===== src/rtl/anim_pkg.sv =====
// Shared types and default reload constants for the sprite animation sequencer.
package anim_pkg;

    typedef enum logic [2:0] {
        StIdle,
        StDraw,
        StWaitStep,
        StErase,
        StMove
    } anim_state_e;

    localparam logic [19:0] TickReloadDefault    = 20'd128;
    localparam logic [3:0]  FramesPerStepDefault = 4'd15;

endpackage


===== src/rtl/step_timer.sv =====
// Tick divider plus frame counter producing a one-cycle step strobe.
module step_timer
    import anim_pkg::*;
#(
    parameter logic [19:0] TICK_RELOAD     = TickReloadDefault,
    parameter logic [3:0]  FRAMES_PER_STEP = FramesPerStepDefault
) (
    input  logic clk,
    input  logic resetn,
    input  logic run,
    output logic step_pulse
);

    logic [19:0] tick_q, tick_d;
    logic [3:0]  frame_q, frame_d;
    logic        tick;

    always_comb begin
        tick       = (tick_q == 20'd0);
        tick_d     = tick_q;
        frame_d    = frame_q;
        step_pulse = 1'b0;
        if (run) begin
            tick_d = tick ? TICK_RELOAD : tick_q - 20'd1;
            if (tick) begin
                if (frame_q == 4'd0) begin
                    frame_d    = FRAMES_PER_STEP;
                    step_pulse = 1'b1;
                end else begin
                    frame_d = frame_q - 4'd1;
                end
            end
        end
    end

    always_ff @(posedge clk) begin
        if (!resetn) begin
            tick_q  <= TICK_RELOAD;
            frame_q <= FRAMES_PER_STEP;
        end else begin
            tick_q  <= tick_d;
            frame_q <= frame_d;
        end
    end

endmodule


===== src/rtl/anim_sequencer.sv =====
// Erase-move-draw sequencer for one bouncing sprite; ANIM_PAUSE_EN adds a pause input.
module anim_sequencer
    import anim_pkg::*;
#(
    parameter logic [19:0] TICK_RELOAD     = TickReloadDefault,
    parameter logic [3:0]  FRAMES_PER_STEP = FramesPerStepDefault,
    parameter int unsigned X_W             = 8,
    parameter int unsigned Y_W             = 7,
    parameter int unsigned X_MAX           = 159,
    parameter int unsigned Y_MAX           = 119
) (
    input  logic           clk,
    input  logic           resetn,
`ifdef ANIM_PAUSE_EN
    input  logic           pause,
`endif
    input  logic           go,
    input  logic           stop,
    input  logic           draw_done,
    output logic           draw_req,
    output logic           erase,
    output logic [X_W-1:0] obj_x,
    output logic [Y_W-1:0] obj_y,
    output logic           busy,
    output logic           step_pulse
);

    localparam logic [X_W-1:0] XMax = X_W'(X_MAX);
    localparam logic [Y_W-1:0] YMax = Y_W'(Y_MAX);

    anim_state_e    state_q, state_d;
    logic [X_W-1:0] x_q, x_d;
    logic [Y_W-1:0] y_q, y_d;
    logic           dx_q, dx_d;  // 1 = moving +
    logic           dy_q, dy_d;
    logic           timer_resetn;
    logic           timer_run;

    // Holding the timer in reset while idle keeps both counters at their reload values.
    assign timer_resetn = resetn && (state_q != StIdle);
`ifdef ANIM_PAUSE_EN
    assign timer_run = (state_q != StIdle) && !pause;
`else
    assign timer_run = (state_q != StIdle);
`endif

    step_timer #(
        .TICK_RELOAD    (TICK_RELOAD),
        .FRAMES_PER_STEP(FRAMES_PER_STEP)
    ) u_step_timer (
        .clk       (clk),
        .resetn    (timer_resetn),
        .run       (timer_run),
        .step_pulse(step_pulse)
    );

    always_comb begin
        state_d = state_q;
        x_d     = x_q;
        y_d     = y_q;
        dx_d    = dx_q;
        dy_d    = dy_q;
        unique case (state_q)
            StIdle: begin
                if (go) begin
                    state_d = StDraw;
                    x_d     = '0;
                    y_d     = '0;
                    dx_d    = 1'b1;
                    dy_d    = 1'b1;
                end
            end
            StDraw: begin
                if (draw_done) state_d = StWaitStep;
            end
            StWaitStep: begin
                if (stop) begin
                    state_d = StIdle;
                end else if (step_pulse) begin
                    state_d = StErase;
                end
            end
            StErase: begin
                if (draw_done) state_d = StMove;
            end
            StMove: begin
                state_d = StDraw;
                if (dx_q) begin
                    if (x_q == XMax) begin
                        dx_d = 1'b0;
                        x_d  = x_q - 1'b1;
                    end else begin
                        x_d = x_q + 1'b1;
                    end
                end else begin
                    if (x_q == '0) begin
                        dx_d = 1'b1;
                        x_d  = x_q + 1'b1;
                    end else begin
                        x_d = x_q - 1'b1;
                    end
                end
                if (dy_q) begin
                    if (y_q == YMax) begin
                        dy_d = 1'b0;
                        y_d  = y_q - 1'b1;
                    end else begin
                        y_d = y_q + 1'b1;
                    end
                end else begin
                    if (y_q == '0) begin
                        dy_d = 1'b1;
                        y_d  = y_q + 1'b1;
                    end else begin
                        y_d = y_q - 1'b1;
                    end
                end
            end
            default: state_d = StIdle;
        endcase
    end

    always_ff @(posedge clk) begin
        if (!resetn) begin
            state_q <= StIdle;
            x_q     <= '0;
            y_q     <= '0;
            dx_q    <= 1'b1;
            dy_q    <= 1'b1;
        end else begin
            state_q <= state_d;
            x_q     <= x_d;
            y_q     <= y_d;
            dx_q    <= dx_d;
            dy_q    <= dy_d;
        end
    end

    assign draw_req = (state_q == StDraw) || (state_q == StErase);
    assign erase    = (state_q == StErase);
    assign busy     = (state_q != StIdle);
    assign obj_x    = x_q;
    assign obj_y    = y_q;

endmodule


===== config.mk =====
export PLATFORM = sky130hd
export DESIGN_NAME = anim_sequencer
export DESIGN_NICKNAME = d
export VERILOG_FILES = /design/src/rtl/anim_pkg.sv /design/src/rtl/step_timer.sv /design/src/rtl/anim_sequencer.sv
export SDC_FILE = /design/constraint.sdc
export NUM_CORES = 1
export LEC_CHECK = 0
export BUFFER_PORTS_ARGS = -buffer_cell sky130_fd_sc_hd__buf_2
export CAP_MARGIN = 20
export CORE_MARGIN = 5
export CORE_UTILIZATION = 35
export DETAILED_ROUTE_END_ITERATION = 8
export PLACE_DENSITY_LB_ADDON = 0.12
export SKIP_LAST_GASP = 1
export SYNTH_ARGS = -nofsm -noshare
export SYNTH_HDL_FRONTEND = slang
export SYNTH_SLANG_ARGS = --single-unit
export TNS_END_PERCENT = 20

===== constraint.sdc =====
create_clock -name clk -period 2.3 [get_ports clk]
set_clock_uncertainty 0.1 [all_clocks]
set_input_delay 0.23 -clock clk [delete_from_list [all_inputs] [get_ports clk]]
set_output_delay 0.23 -clock clk [all_outputs]
set_load 0.03 [all_outputs]

==> results.txt, run 1 <==
Hold Worst Slack - 0.102 ns
CP Class - flop to output port
Leakage power - 1.25 nW
Crit end category - output port
Total wire length - 5460 um
CTS Sinks - 44
Register bit total from synthesis - 44
# diodes - 0
Final WS setup - 0.0341 ns
Placed cell area - 0.00280 sq mm
Row count - 30
CP startpoint kind - flop
Total Nets Final - 348
Crit path required time - 1.97 ns
Pin count of the biggest net entering global routing - 14
Root Driver - clkbuf_8
Via density - 4.94
Commonest non-fill, non-tap cells in the layout - dfxtp_1 (42), nor2_1 (38), buf_4 (24)
Top Ports - 24
Number of enable flip-flop cells after synthesis - 0
Gate Count Post-Synth - 291
Total grt overflow - 0
Routed len/inst - 12.7 um
Pre-antenna DRT Iters - 4
Final hold vios - 0
Most used DFF post-synth - dfxtp_1
Antenna Nets Post-Route - 0
Clk_lat worst skew - 0.30 ns
CTS Buf Count - 5
Slew @ Worst Pin - 0.464 ns
Max-slew headroom - 68.8%
Placed insts - 418
Initial DRC Count - 62
Arrival @ worst endpoint - 1.94 ns
CTS tree - done
First-pass GRT wire length - 9710 um
FF+latch area - 883 sq um
Part of the cycle the worst path needs - 98.5%
Antenna violations before repair - 0
Int Pwr - 1.23 mW
Post-DP HPWL - 4050 um
Post-synth ARST share - 0%
Starting Density - 36.0%
Final design area excluding fillers - 0.00299 sq mm
Design Power - 1.62 mW
Post-layout util - 43.8%
Residual DRC - 0
Syn_nets - 306
Seq/Total Area, Yosys - 35.8%
Status - complete, no violations
Die outline height - 93.8 um
Worst Hold Class - primary input to flop
GP Congestion - 0.799
PwrDens - 541 mW/mm^2
Level count of the clock H-tree - 2
# port buffers - 23
Multi-input logic area - 0.00150 sq mm
Post-synthesis cell type count - 58
Crit-path max FO - 2
Pre-CTS WS - 0.0816 ns
Post-Syn Area - 0.00246 sq mm
Hold-fix buffers at CTS - 0
Gr usage total - 13.5%
Die ar. - 0.00880 sq mm
Filler cells - 727
Share of cells above drive strength 1 - 22.8%
Clock power frac - 40.0%
Final non-filler cell total - 430
MaxCap Viol Count - 0
Final Critical Period - 2.27 ns
Slew Viols, Final - 0
Avg Synthesized Cell Area - 8.45 sq um
Core area - 0.00683 sq mm
Fmax - 441 MHz
Max Root-Sink Buffers - 2
RSZ-0062 raised after global routing - true
Die X - 93.8 um
Layout area overhead - 21.6%
Final Setup Violations - 0
Logic pwr share - 11.2%
Clock slew at reported path FFs - 0.09 ns
Vias in the first global route - 2134
Share of power burned in registers - 48.8%
Largest vdd supply drop - 0.291 mV
Commonest non-fill, non-tap cell in the layout - dfxtp_1
Psw - 0.385 mW
Setup TNS - 0 ns
Net Sw Frac - 23.8%
Via Count - 2126
Synth warn - 0
repair_timing:
item	4_1_cts	5_1_grt
endpoints found under the setup margin	1	18
resized for setup	6	3
pin swaps	3	0
hold endpoints to repair	0	0
setup buffers	4	0
kinds of logic after synthesis:
family          synth area share (%)
compound gates                  14.0
fa+ha+maj                       5.09
xor+xnor                        7.84
buf+inv                         4.43
mux                             3.72
flops                           35.8
simple gates                    29.1
cell type report:
class | count | share of cell area, %
clock inverters | 1 | 1.00
inverters | 15 | 1.88
multi-input cells | 220 | 50.3
well taps | 96 | 4.02
flip-flops and latches | 44 | 29.5
clock buffers | 7 | 3.22
repair buffers | 47 | 10.1
final timing paths:
check,from,endpoint,slack [ns],cells after the start
worst max-delay path,u_step_timer.tick_q[5],step_pulse,0.03,5
worst min-delay path,draw_done,state_q[2],0.10,2
worst max register to register,u_step_timer.tick_q[5],u_step_timer.frame_q[3],0.11,6
worst min register to register,u_step_timer.tick_q[0],u_step_timer.tick_q[0],0.34,1
synthesized netlist by cell type (5+ instances only):
cell | n | share of area, %
nor3_1 | 8 | 1.6
nand3_1 | 10 | 2.0
clkbuf_1 | 9 | 1.4
a21oi_1 | 11 | 2.2
dfxtp_1 | 44 | 36
nand2_1 | 21 | 3.2
or3_1 | 5 | 1.3
xnor2_1 | 12 | 4.3
o21ai_0 | 9 | 1.8
inv_1 | 15 | 2.3
nor4_1 | 7 | 1.8
ha_1 | 10 | 5.1
mux2i_1 | 8 | 3.3
nor2_1 | 38 | 5.8
xor2_1 | 10 | 3.6
per-layer routing:
layer	track usage (%)	wire length, um	up-vias
met3	3.37	192	5
li1	-	-	1118
met1	16.6	2600	978
met4	5.29	64	0
met2	22.5	2600	25
met5	0	0	-
registers in the layout, summed over array words and instances, names as in the netlist:
| name | count |
|---|---|
| u_step_timer.frame_q | 4 |
| dy_q | 1 |
| obj_x | 8 |
| state_q | 3 |
| dx_q | 1 |
| obj_y | 7 |
| u_step_timer.tick_q | 20 |
power groups by stage:
stage               Sequential, mW  Clock, mW  Combinational (mW)
floorplan                    0.800          0               0.131
CTS                          0.790      0.672               0.183
global placement             0.808          0               0.178
finish                       0.790      0.647               0.181
global route                 0.794      0.702               0.206
detailed placement           0.808          0               0.177
critical path: stages (launching register included):
cell and delay [ns]:
dfxtp_2 0.32, or4_4 0.55, nor4_4 0.30, nand4_4 0.15
nor3_4 0.17, buf_6 0.16
No activity file was read; power rests on OpenSTA's default activity.
==> run 2: changes to the inputs <==
- ABC_AREA: not set -> 1
- CORE_MARGIN: 5 -> 3
==> run 2 against run 1 <==
  * Non-clock buffer count down 22
  * Via count up 25%
  * Clock-buffer cell count unchanged
  * Synthesized area up 20%
  * Critical path depth up 3
  * Final area up 8.8%
  * Critical endpoint unchanged
  * Largest power group is now combinational cells
  * Sequential power up 15%
  * Die area up 8.9%
==> results.txt, run 2 <==
Status - complete, no violations
Crit-path max FO - 3
Syn_nets - 444
Max Root-Sink Buffers - 2
Most frequent cell after synthesis - nand2_1
Largest register by flop count - u_step_timer.tick_q
Share of cells above drive strength 1 - 16.0%
Slew @ Worst Pin - 0.496 ns
Pre-antenna DRT Iters - 4
Routed len/inst - 11.9 um
Most used DFF post-synth - dfxtp_1
Final hold vios - 0
Number of enable flip-flop cells after synthesis - 0
Worst Hold Class - primary input to flop
Final Setup Violations - 0
Net Sw Frac - 39.9%
Root Driver - clkbuf_8
Psw - 1.02 mW
Post-Syn Area - 0.00296 sq mm
CP Class - flop to output port
Share of power burned in registers - 35.7%
Post-synth ARST share - 0%
GP Congestion - 0.832
Starting Density - 37.1%
Top Ports - 24
Antenna Nets Post-Route - 0
PwrDens - 782 mW/mm^2
Int Pwr - 1.53 mW
Post-synthesis cell type count - 42
Commonest non-fill, non-tap cell in the layout - nand2_1
Antenna violations before repair - 0
Leakage power - 1.58 nW
Total wire length - 6560 um
Die outline height - 97.9 um
Avg Synthesized Cell Area - 6.89 sq um
Total Nets Final - 465
Core area - 0.00797 sq mm
Level count of the clock H-tree - 2
Setup repair bufs after CTS - 0
# diodes - 0
Initial DRC Count - 83
Total grt overflow - 0
Commonest non-fill, non-tap cells in the layout - nand2_1 (96), nor2_1 (52), inv_1 (50)
Die ar. - 0.00958 sq mm
CTS Sinks - 44
Register bit total from synthesis - 44
Seq/Total Area, Yosys - 29.8%
Post-DP HPWL - 4880 um
Logic pwr share - 38.1%
Yosys top cell area share - 29.8%
Ranking of synthesized cells by area - dfxtp_1 (30%), nand2_1 (12%), nor2_1 (6.6%)
Residual DRC - 0
Fmax - 485 MHz
CP startpoint kind - flop
# port buffers - 23
Crit end category - output port
Gr usage total - 14.1%
Post-layout util - 40.8%
CP max stage cell - dfxtp_1
Arrival @ worst endpoint - 1.73 ns
RSZ-0062 raised after global routing - false
Max-slew headroom - 66.7%
Layout area overhead - 10.1%
Max FFs per register - 20
Worst-path cell chain - nor2_4 -> inv_2 -> nor2_1 -> nand2_1 -> nor2_2 -> nand3_2 -> inv_1 -> buf_2
Hold-fix buffers at CTS - 0
Post-synth top cells - nand2_1 (96), nor2_1 (52), inv_1 (50), dfxtp_1 (44), nand3_1 (31)
Die X - 97.9 um
CTS Buf Count - 5
Clock slew at reported path FFs - 0.09 ns
Clk_lat worst skew - 0.30 ns
Cts repair resizes - 0
Clock power frac - 26.2%
Multi-input logic area - 0.00177 sq mm
Slew Viols, Final - 0
Vias in the first global route - 2409
MaxCap Viol Count - 0
Crit path required time - 1.97 ns
Part of the cycle the worst path needs - 89.7%
Pin count of the biggest net entering global routing - 19
Synth warn - 0
First-pass GRT wire length - 11300 um
Setup TNS - 0 ns
Via density - 4.80
CTS tree - done
Filler cells - 897
Via Count - 2657
Gate Count Post-Synth - 429
FF+latch area - 881 sq um
Largest stage delay, worst path - 0.35 ns
Row count - 32
Cell taking the most area after synthesis - dfxtp_1
Largest vdd supply drop - 0.481 mV
Final Critical Period - 2.06 ns
## run 2: power groups by stage
stage	sequential, mW	combinational, mW	clock, mW
after floorplan	0.911	0.820	0
after global placement	0.925	0.979	0
after detailed placement	0.925	0.985	0
after CTS	0.908	0.988	0.689
after global routing	0.916	1.10	0.728
final	0.908	0.970	0.666
## run 2: cell families (layout without fill, tap and decap cells)
group	Yosys count	after routing	share of synthesized area, %
AND/OR/NAND/NOR	235	235	39.8
buffers and inverters	69	91	10.4
AO/OA/AOI/OAI	46	46	8.34
flip-flops	44	44	29.8
XOR/XNOR	25	25	7.41
adder cells (fa/ha/maj)	10	10	4.23
## run 2: final cells by class
class | count | share of cell area (%)
clock buffers | 7 | 2.96
clock inverters | 1 | 0.923
inverters | 58 | 6.77
multi-input cells | 316 | 54.3
flip-flops and latches | 44 | 27.1
well taps | 102 | 3.92
repair buffers | 25 | 4.00
## run 2: worst paths after layout
| path | startpoint | endpoint | slack (ns) | cells after the start |
|---|---|---|---|---|
| worst min register to register | u_step_timer.tick_q[0] | u_step_timer.tick_q[0] | 0.32 | 1 |
| worst min-delay path | resetn | dx_q | 0.06 | 2 |
| worst max-delay path | u_step_timer.tick_q[11] | step_pulse | 0.24 | 8 |
| worst max register to register | obj_y[0] | obj_y[3] | 0.51 | 8 |
## run 2: layer usage
metal / up-vias / wire length, um / global-route usage [%]
met2: 41 / 3100 / 22.8
met3: 11 / 239 / 3.00
met4: 0 / 101 / 4.37
li1: 1410 / - / -
met5: - / 0 / 0
met1: 1195 / 3120 / 18.8
## run 2: metrics by stage
stage | power [mW] | cells | hold slack (ns) | setup WS [ns] | cell area [sq um]
2_1_floorplan | 1.73 | 429 | 0.199 | 0.518 | 2960
3_3_place_gp | 1.90 | 545 | 0.303 | 0.509 | 3130
3_5_place_dp | 1.91 | 545 | 0.302 | 0.506 | 3130
4_1_cts | 2.58 | 553 | 0.0608 | 0.192 | 3250
5_1_grt | 2.75 | 553 | 0.0581 | 0.0391 | 3250
6_report | 2.54 | 553 | 0.0595 | 0.237 | 3250
## run 2: worst max-delay path: cells and delay by family (launching register included)
family,cells,cell delay (ns)
buf+inv,3,0.36
flops,1,0.35
simple gates,5,0.72
==> run 3: changes to the inputs <==
- CORE_MARGIN: 3 -> 2
- SETUP_SLACK_MARGIN: not set -> 0.4
==> run 3 against run 2 <==
  * Sequential power hardly changed
  * Maximum frequency rose by 11%
  * Flip-flop and latch count is the same
  * Sequential share of layout area fell by 0.29 points
  * Critical endpoint unchanged
  * Largest cell class unchanged
==> results.txt, run 3 (same netlist as run 2, synthesis figures left out) <==
Status - complete, no violations
Fmax - 539 MHz
Routed len/inst - 11.3 um
Gr usage total - 14.5%
First-pass GRT wire length - 10700 um
Layout area overhead - 11.9%
Final Critical Period - 1.86 ns
Residual DRC - 0
Final design area excluding fillers - 0.00331 sq mm
MaxCap Viol Count - 0
Clock slew at reported path FFs - 0.09 ns
Hold-fix buffers at CTS - 0
RSZ-0062 raised after global routing - true
CP startpoint kind - flop
Pre-antenna DRT Iters - 6
Final hold vios - 0
Post-layout util - 40.2%
Die ar. - 0.00919 sq mm
# port buffers - 23
Total grt overflow - 0
Via Count - 2630
Largest register by flop count - u_step_timer.tick_q
Max-slew headroom - 71.0%
Commonest non-fill, non-tap cells in the layout - nand2_1 (95), nor2_1 (49), inv_1 (48)
Initial DRC Count - 60
CTS Sinks - 44
CTS tree - done
Die outline height - 95.9 um
CTS Buf Count - 5
Level count of the clock H-tree - 2
Design Power - 2.51 mW
Total wire length - 6320 um
Max FFs per register - 20
Placed insts - 548
Largest vdd supply drop - 0.538 mV
Commonest non-fill, non-tap cell in the layout - nand2_1
FF+latch area - 886 sq um
Final Setup Violations - 0
GP Congestion - 0.750
Max Root-Sink Buffers - 2
Placed cell area - 0.00313 sq mm
Clk_lat worst skew - 0.30 ns
Crit path required time - 1.97 ns
Share of cells above drive strength 1 - 19.2%
Via density - 4.70
CP Class - flop to output port
Slew @ Worst Pin - 0.432 ns
Top Ports - 24
Arrival @ worst endpoint - 1.53 ns
Total Nets Final - 468
Post-DP HPWL - 4730 um
Setup TNS - 0 ns
Leakage power - 1.59 nW
Antenna Nets Post-Route - 0
Crit end category - output port
PwrDens - 758 mW/mm^2
Vias in the first global route - 2442
Die X - 95.9 um
Multi-input logic area - 0.00180 sq mm
Pin count of the biggest net entering global routing - 19
Part of the cycle the worst path needs - 80.7%
Starting Density - 36.0%
Crit-path max FO - 3
# diodes - 0
Slew Viols, Final - 0
Worst Hold Class - primary input to flop
Final non-filler cell total - 559
Core area - 0.00822 sq mm
Row count - 33
Antenna violations before repair - 0
Root Driver - clkbuf_8
Filler cells - 858
## run 3: cell count changes in the layout (fill, tap and decap cells not counted), moves of 2 or more
cell	change
dfxtp_1	-4
inv_1	-2
buf_4	+3
clkbuf_8	-2
nor2_4	+2
dfxtp_2	+4
inv_2	+2
nor2_1	-3
## run 3: worst paths after layout
check                    startpoint                       to  slack, ns  cells past startpoint
max reg2reg  u_step_timer.tick_q[0]  u_step_timer.frame_q[3]       0.57                      9
min                          resetn                     dx_q       0.07                      2
max          u_step_timer.tick_q[0]               step_pulse       0.44                      9
min reg2reg  u_step_timer.tick_q[0]   u_step_timer.tick_q[0]       0.33                      1
## run 3: stage by stage
step / hold slack, ns / setup WS, ns
floorplan: 0.199 / 0.518
global placement: 0.300 / 0.427
detailed placement: 0.301 / 0.472
CTS: 0.0534 / 0.406
global route: 0.0520 / 0.357
finish: 0.0659 / 0.444
## run 3: routing by layer
metal / up-vias / track usage, % / wire, um / part of all wire (%)
met5: - / 0 / 0 / 0
li1: 1413 / - / - / -
met1: 1177 / 17.4 / 3040 / 48
met3: 10 / 2.58 / 156 / 2.5
met2: 30 / 26.5 / 3030 / 48
met4: 0 / 4.05 / 91 / 1.4
## run 3: critical path, stage by stage (launching register included)
cell and delay [ns]:
dfxtp_1 0.32, inv_2 0.08, ha_2 0.19, nand2_1 0.05
nor2_1 0.09, nand2_1 0.08, nor2_4 0.13, nand3_2 0.08
inv_2 0.07, buf_6 0.12
## run 3: final cells by class
cell class	count	area share [%]
Clock buffer	5	2.08
Tap cell	105	3.97
Timing Repair Buffer	28	4.81
Clock inverter	3	1.29
Sequential cell	44	26.8
Multi-Input combinational cell	316	54.4
Inverter	58	6.66
## run 3: report_power, final
group	switching [mW]	internal, mW
Combinational	0.668	0.325
Clock	0.279	0.322
Sequential	0.0758	0.835
Total	1.02	1.48
## run 3: what timing repair did
| item | 4_1_cts | 5_1_grt |
|---|---|---|
| setup buffers | 1 | 2 |
| setup endpoints to repair | 1 | 7 |
| pin swaps | 2 | 1 |
| gates resized for setup | 14 | 3 |
